File: config.mk
export PLATFORM = sky130hd
export DESIGN_NAME = feature_stream_tx
export DESIGN_NICKNAME = d
export VERILOG_FILES = /design/src/rtl/feature_stream_tx.sv
export SDC_FILE = /design/constraint.sdc
export NUM_CORES = 1
export LEC_CHECK = 0
export ABC_CLOCK_PERIOD_IN_PS = 7100
export CAP_MARGIN = 20
export CORE_UTILIZATION = 41
export DETAILED_ROUTE_END_ITERATION = 6
export PLACE_DENSITY = 0.66
export RECOVER_POWER = 100
export SYNTH_ARGS = -nofsm -noshare
export SYNTH_HDL_FRONTEND = slang
export SYNTH_SLANG_ARGS = --single-unit
File: constraint.sdc
create_clock -name clk -period 7.1 [get_ports clk]
set_input_delay 0.71 -clock clk [delete_from_list [all_inputs] [get_ports clk]]
set_output_delay 0.71 -clock clk [all_outputs]
set_load 0.05 [all_outputs]
File: src/rtl/feature_stream_tx.sv
// feature_stream_tx
//   Reads a CHW feature map out of a buffer (channel fastest, then column,
//   then row) and streams it to a ready/valid consumer along with the
//   (channel,row,col) coordinates of every element.
//
//   Optional build macro: FSTX_FRAME_CNT_EN enables the completed-frame
//   counter on frame_count; without it frame_count is tied to zero.
//
// Ports
//   clk, rst_n          clock, asynchronous active-low reset
//   start, enable       frame request (sampled in IDLE), read-issue permit
//   mem_rd_en/addr      buffer read request; mem_rd_data returns one cycle later
//   valid_out/ready_in  output handshake; data_out + channel/row/col_out payload
//   busy, done          frame in progress, one-cycle end-of-frame pulse
//   frame_count         completed frames (optional)
module feature_stream_tx #(
    parameter int DATA_WIDTH = 16,
    parameter int NUM_CH     = 16,
    parameter int IMG_H      = 112,
    parameter int IMG_W      = 112,
    parameter int ADDR_WIDTH = 18
) (
    input  logic                  clk,
    input  logic                  rst_n,
    input  logic                  start,
    input  logic                  enable,
    output logic                  mem_rd_en,
    output logic [ADDR_WIDTH-1:0] mem_rd_addr,
    input  logic [DATA_WIDTH-1:0] mem_rd_data,
    output logic                  valid_out,
    input  logic                  ready_in,
    output logic [DATA_WIDTH-1:0] data_out,
    output logic [7:0]            channel_out,
    output logic [7:0]            row_out,
    output logic [7:0]            col_out,
    output logic                  busy,
    output logic                  done,
    output logic [15:0]           frame_count
);

    localparam int                    TOTAL     = NUM_CH * IMG_H * IMG_W;
    localparam logic [ADDR_WIDTH-1:0] ADDR_LAST = ADDR_WIDTH'(TOTAL - 1);
    localparam logic [7:0]            CH_LAST   = 8'(NUM_CH - 1);
    localparam logic [7:0]            COL_LAST  = 8'(IMG_W - 1);

    typedef enum logic [1:0] {IDLE, STREAM, DRAIN, FINISH} state_t;

    typedef struct packed {
        logic [DATA_WIDTH-1:0] data;
        logic [7:0]            ch;
        logic [7:0]            row;
        logic [7:0]            col;
    } entry_t;

    state_t                state;
    logic [ADDR_WIDTH-1:0] addr_p0;
    logic [7:0]            ch_p0, row_p0, col_p0;
    logic                  vld_p1;
    logic [7:0]            ch_p1, row_p1, col_p1;
    entry_t                head, tail, push_ent;
    logic [1:0]            fifo_cnt;
    logic [2:0]            occ;
    logic                  pop, last_issue, last_beat;

    assign valid_out   = (fifo_cnt != 2'd0);
    assign pop         = valid_out && ready_in;
    // Occupancy the FIFO will have once this cycle's push/pop settle; a new
    // read is only issued if its data is guaranteed a free slot.
    assign occ         = 3'(fifo_cnt) + 3'(vld_p1) - 3'(pop);
    assign mem_rd_en   = (state == STREAM) && enable && (occ < 3'd2);
    assign mem_rd_addr = addr_p0;
    assign last_issue  = mem_rd_en && (addr_p0 == ADDR_LAST);
    // In DRAIN nothing new is issued, so the last beat is the only entry left.
    assign last_beat   = (state == DRAIN) && pop && (fifo_cnt == 2'd1) && !vld_p1;
    assign push_ent    = {mem_rd_data, ch_p1, row_p1, col_p1};

    assign data_out    = head.data;
    assign channel_out = head.ch;
    assign row_out     = head.row;
    assign col_out     = head.col;

    always_ff @(posedge clk or negedge rst_n) begin
        if (!rst_n) begin
            state <= IDLE;
            busy  <= 1'b0;
            done  <= 1'b0;
        end else begin
            case (state)
                IDLE: if (start && enable) begin
                    state <= STREAM;
                    busy  <= 1'b1;
                end
                STREAM: if (last_issue) state <= DRAIN;
                DRAIN: if (last_beat) begin
                    state <= FINISH;
                    busy  <= 1'b0;
                    done  <= 1'b1;
                end
                FINISH: begin
                    state <= IDLE;
                    done  <= 1'b0;
                end
                default: state <= IDLE;
            endcase
        end
    end

    // Stage 0: issue address and coordinate counters
    always_ff @(posedge clk or negedge rst_n) begin
        if (!rst_n) begin
            addr_p0 <= '0;
            ch_p0   <= '0;
            row_p0  <= '0;
            col_p0  <= '0;
            vld_p1  <= 1'b0;
            ch_p1   <= '0;
            row_p1  <= '0;
            col_p1  <= '0;
        end else begin
            vld_p1 <= mem_rd_en;
            if (mem_rd_en) begin
                ch_p1  <= ch_p0;
                row_p1 <= row_p0;
                col_p1 <= col_p0;
                if (last_issue) begin
                    addr_p0 <= '0;
                    ch_p0   <= '0;
                    row_p0  <= '0;
                    col_p0  <= '0;
                end else begin
                    addr_p0 <= addr_p0 + ADDR_WIDTH'(1);
                    if (ch_p0 == CH_LAST) begin
                        ch_p0 <= '0;
                        if (col_p0 == COL_LAST) begin
                            col_p0 <= '0;
                            row_p0 <= row_p0 + 8'd1;
                        end else begin
                            col_p0 <= col_p0 + 8'd1;
                        end
                    end else begin
                        ch_p0 <= ch_p0 + 8'd1;
                    end
                end
            end
        end
    end

    // Stage 1: returned data (vld_p1) lands in the 2-entry output FIFO
    always_ff @(posedge clk or negedge rst_n) begin
        if (!rst_n) begin
            fifo_cnt <= 2'd0;
            head     <= '0;
            tail     <= '0;
        end else begin
            case (fifo_cnt)
                2'd0: if (vld_p1) begin
                    head     <= push_ent;
                    fifo_cnt <= 2'd1;
                end
                2'd1: begin
                    if (vld_p1 && pop) begin
                        head <= push_ent;
                    end else if (vld_p1) begin
                        tail     <= push_ent;
                        fifo_cnt <= 2'd2;
                    end else if (pop) begin
                        fifo_cnt <= 2'd0;
                    end
                end
                2'd2: if (pop) begin
                    head <= tail;
                    if (vld_p1) tail <= push_ent;
                    else        fifo_cnt <= 2'd1;
                end
                default: fifo_cnt <= 2'd0;
            endcase
        end
    end

`ifdef FSTX_FRAME_CNT_EN
    logic [15:0] frame_cnt_q;

    always_ff @(posedge clk or negedge rst_n) begin
        if (!rst_n)                frame_cnt_q <= 16'd0;
        else if (state == FINISH)  frame_cnt_q <= frame_cnt_q + 16'd1;
    end

    assign frame_count = frame_cnt_q;
`else
    assign frame_count = 16'd0;
`endif

endmodule
==> impl_metrics.prom <==
# TYPE chip_impl_metric gauge
chip_impl_metric{name="antennaDiodeCount",unit=""} 0
chip_impl_metric{name="power.density_cell_area",unit="nW/um^2"} 438
chip_impl_metric{name="dpl_worst_slack",unit="ns"} 2.33
chip_impl_metric{name="report.final.slew_viol_count",unit=""} 313
chip_impl_info{name="holdCritPathClass",value="reg -> reg"} 1
chip_impl_metric{name="detailroute.via_count",unit=""} 5094
chip_impl_metric{name="cts_inserted_buffers",unit=""} 17
chip_impl_metric{name="drv_cap",unit=""} 5
chip_impl_info{name="cp-start-kind",value="flop"} 1
chip_impl_metric{name="syn_area_per_cell",unit="sq um"} 10.6
chip_impl_metric{name="max_buffers_root_to_sink",unit=""} 2
chip_impl_info{name="violations",value="capacitance limit, slew limit"} 1
chip_impl_metric{name="worst_ep_arrival_time",unit="ns"} 4.43
chip_impl_metric{name="skew",unit="ns"} 0.00850
chip_impl_metric{name="cts.reportedPaths.clkPinSlew",unit="ns"} 0.06
chip_impl_metric{name="cp_max_fo",unit=""} 48
chip_impl_info{name="final_cell_mix",value="sky130_fd_sc_hd__dfrtp_1 (153), sky130_fd_sc_hd__nand2_1 (89), sky130_fd_sc_hd__dlygate4sd3_1 (63)"} 1
chip_impl_metric{name="numPortBuffers",unit=""} 82
chip_impl_metric{name="synth-seq-area-share",unit=""} 0.548
chip_impl_metric{name="overflow",unit=""} 0
chip_impl_metric{name="tightestPinTransition",unit="ns"} 3.94
chip_impl_metric{name="initial_utilization",unit=""} 0.421
chip_impl_metric{name="crit_path_max_incr_delay",unit="ns"} 0.87
chip_impl_info{name="cts_root_buffer",value="sky130_fd_sc_hd__clkbuf_16"} 1
chip_impl_metric{name="routed_via_count_divided_by_cell_count",unit=""} 5.26
chip_impl_metric{name="synthesis.instances",unit=""} 659
chip_impl_metric{name="fp-row-count",unit=""} 47
chip_impl_metric{name="first_global_vias",unit=""} 5150
chip_impl_info{name="slowest_stage",value="sky130_fd_sc_hd__dlygate4sd3_1"} 1
chip_impl_metric{name="die_w",unit="um"} 133
chip_impl_info{name="synthDominantAreaCellType",value="sky130_fd_sc_hd__dfrtp_1"} 1
chip_impl_metric{name="async_flop_share",unit=""} 1.00
chip_impl_metric{name="dieArea",unit="sq um"} 17600
chip_impl_metric{name="synth-edff-count",unit=""} 0
chip_impl_info{name="yosys_most_used_dff",value="sky130_fd_sc_hd__dfrtp_1"} 1
chip_impl_metric{name="mappedNetlistArea",unit="sq um"} 6980
chip_impl_metric{name="post-route-drc-count",unit=""} 0
chip_impl_metric{name="gr-usage-all-layers",unit=""} 0.179
chip_impl_info{name="rsz_0062_raised_after_global_routing",value="false"} 1
chip_impl_metric{name="fmaxAchievable",unit="MHz"} 194
chip_impl_info{name="mostFrequentLayoutCell",value="sky130_fd_sc_hd__dfrtp_1"} 1
chip_impl_info{name="ys_top_cells_by_area",value="sky130_fd_sc_hd__dfrtp_1 (55%), sky130_fd_sc_hd__mux2_2 (6.4%), sky130_fd_sc_hd__mux2i_1 (5.9%)"} 1
chip_impl_info{name="cts_tree",value="done"} 1
chip_impl_metric{name="area_delta_synth_final",unit="%"} 22.8
chip_impl_metric{name="finalWorstSetupSlack",unit="ns"} 1.96
chip_impl_metric{name="setup_total_negative_slack",unit="ns"} 0
chip_impl_metric{name="finalHoldViolCount",unit=""} 0
chip_impl_metric{name="finish.net_count",unit=""} 766
chip_impl_metric{name="top_level_ports",unit=""} 99
chip_impl_metric{name="avgRoutedWirePerCell",unit="um"} 15.1
chip_impl_metric{name="drt_first_iter_violations",unit=""} 283
chip_impl_metric{name="cp.buffers_inverters",unit=""} 5
chip_impl_metric{name="antenna_found_initial",unit=""} 0
chip_impl_metric{name="finalPower",unit="uW"} 3750
chip_impl_metric{name="critPathRequiredTime",unit="ns"} 6.39
chip_impl_info{name="run_status",value="finished with violations"} 1
chip_impl_metric{name="place.detailed.hpwl",unit="mm"} 9.75
chip_impl_metric{name="grt_start_max_net_pins",unit=""} 81
chip_impl_metric{name="slew_headroom",unit=""} -1.63
chip_impl_metric{name="final.min_clock_period",unit="ns"} 5.14
chip_impl_metric{name="hold_buffers",unit=""} 0
chip_impl_metric{name="share_of_the_synthesized_area_in_the_top_cell_type",unit=""} 0.548
chip_impl_metric{name="post_cts.repair.setup_buffers",unit=""} 0
chip_impl_info{name="timing.critical_path.max_delay_family",value="buffers and inverters"} 1
chip_impl_info{name="timing.critical_path.to_type",value="output pin"} 1
chip_impl_metric{name="fp.coreArea",unit="sq um"} 16600
chip_impl_metric{name="firstDrtPassIters",unit=""} 4
chip_impl_metric{name="synth.lib_cells_used.distinct",unit=""} 52
chip_impl_info{name="timing.critical_path.cells",value="nor2b_1, buf_4, nand2_1, inv_1, o21ai_0, fa_1, xnor2_1, nand2_1, buf_4, inv_1, dlygate4sd3_1"} 1
chip_impl_metric{name="power.ir.vdd_worst",unit="V"} 0.000217
chip_impl_metric{name="post_cts.resized_instances",unit=""} 0
chip_impl_info{name="path_class",value="reg -> out"} 1
chip_impl_metric{name="route.antenna.remaining_nets",unit=""} 0
chip_impl_metric{name="clk_latency",unit="ns"} 0.42
chip_impl_metric{name="dieHeight",unit="um"} 133
chip_impl_metric{name="place_congestion",unit=""} 0.795
chip_impl_metric{name="p_leak",unit="uW"} 0.00379
chip_impl_metric{name="share_of_cells_above_drive_strength_1",unit=""} 0.115
chip_impl_metric{name="synth-seq-cells",unit=""} 153
chip_impl_metric{name="finalSetupViolCount",unit=""} 0
chip_impl_metric{name="cts.htree.levels",unit=""} 4
chip_impl_metric{name="postRouteWirelength",unit="mm"} 14.6
chip_impl_metric{name="synth-warning-count",unit=""} 0
chip_impl_metric{name="clock-sinks",unit=""} 153
chip_impl_metric{name="min_period_over_period",unit=""} 0.724
chip_impl_metric{name="grt_first_pass_wirelength",unit="mm"} 25.2
-- cell families (layout without fill, tap and decap cells) --
logic type	after synthesis	in the layout	share of synthesized area
simple gates	228	228	0.155
flops	153	153	0.548
compound gates	111	111	0.0933
mux	82	82	0.125
buf+inv	61	135	0.0423
xor+xnor	13	13	0.0163
fa+ha+maj	10	10	0.0190
other cells	1	16	0.000537
-- registers in the layout, indices dropped and copies added, names as in the netlist --
signal and count:
state 2, mem_rd_addr 18, data_out 16, row_p1 8
vld_p1 1, col_p0 8, channel_out 8, ch_p1 8
col_p1 8, fifo_cnt 2, col_out 8, row_out 8
busy 1, ch_p0 8, row_p0 8, tail 40
done 1
-- final timing paths --
check                           slack, ns        end  cells past startpoint        start
worst max-delay path                 1.96  mem_rd_en                     11  fifo_cnt[1]
worst min-delay path                 0.50   ch_p1[5]                      2     ch_p1[5]
worst max register to register       1.97  col_p0[3]                     13  fifo_cnt[1]
worst min register to register       0.50   ch_p1[5]                      2     ch_p1[5]
max in group asynchronous            2.01   ch_p1[2]                      3        rst_n
min in group asynchronous            1.65   tail[36]                      1        rst_n
-- cell usage after synthesis, types with 3 or more instances --
cell type                     n
sky130_fd_sc_hd__nand4_1     16
sky130_fd_sc_hd__nand3_1     17
sky130_fd_sc_hd__and3_1       7
sky130_fd_sc_hd__or4_1        4
sky130_fd_sc_hd__nand2_1     89
sky130_fd_sc_hd__xnor2_1      7
sky130_fd_sc_hd__dfrtp_1    153
sky130_fd_sc_hd__o21ai_0     31
sky130_fd_sc_hd__nand2b_1     3
sky130_fd_sc_hd__or2_2        3
sky130_fd_sc_hd__a21oi_1     51
sky130_fd_sc_hd__o2bb2ai_1    6
sky130_fd_sc_hd__ha_1         9
sky130_fd_sc_hd__mux2_2      40
sky130_fd_sc_hd__xor2_1       6
sky130_fd_sc_hd__inv_1       13
sky130_fd_sc_hd__clkbuf_1    26
sky130_fd_sc_hd__buf_4       17
sky130_fd_sc_hd__nor2b_1      5
sky130_fd_sc_hd__and4_1       4
sky130_fd_sc_hd__a22o_1       7
sky130_fd_sc_hd__mux2i_1     41
sky130_fd_sc_hd__buf_1        3
sky130_fd_sc_hd__nor2_1      62
sky130_fd_sc_hd__nor3_1       4
-- cell type report --
cell class / count / area, sq um
Sequential cell: 153 / 3830
Tap cell: 220 / 275
Clock buffer: 20 / 457
Multi-Input combinational cell: 460 / 2940
Fill cell: 1516 / 8010
Inverter: 13 / 48.8
Timing Repair Buffer: 90 / 857
Clock inverter: 12 / 173
-- worst register-to-register path, stage by stage, from the launching register on --
cell                       delay (ns)
sky130_fd_sc_hd__dfrtp_1         0.51
sky130_fd_sc_hd__nor2b_1         0.18
sky130_fd_sc_hd__buf_4           0.58
sky130_fd_sc_hd__nand2_1         0.26
sky130_fd_sc_hd__inv_1           0.22
sky130_fd_sc_hd__o21ai_0         0.14
sky130_fd_sc_hd__fa_1            0.40
sky130_fd_sc_hd__xnor2_1         0.35
sky130_fd_sc_hd__nand2_1         0.09
sky130_fd_sc_hd__buf_4           0.29
sky130_fd_sc_hd__inv_1           0.14
sky130_fd_sc_hd__clkbuf_1        1.20
sky130_fd_sc_hd__o21ai_0         0.35
sky130_fd_sc_hd__a22o_1          0.33
-- routing by layer --
layer  wire length (um)  track usage
met1               6840        0.240
met2               6960        0.279
met3                598       0.0395
met4                248       0.0811
met5                  0            0
-- through the flow --
step	hold WS (ns)	area (sq um)	utilization	std cells
after detailed placement	0.489	7970	0.481	935
after CTS	0.326	8600	0.519	967
after global routing	0.511	8570	0.517	968
after global placement	0.486	7970	0.481	935
final	0.497	8570	0.517	968
after floorplan	0.414	7040	-	674
-- where the power goes --
group          internal (uW)  switching, uW
registers               1140            172
clock network            605            346
logic                    486           1010
total                   2230           1520
(Power assumes the default switching activity.)
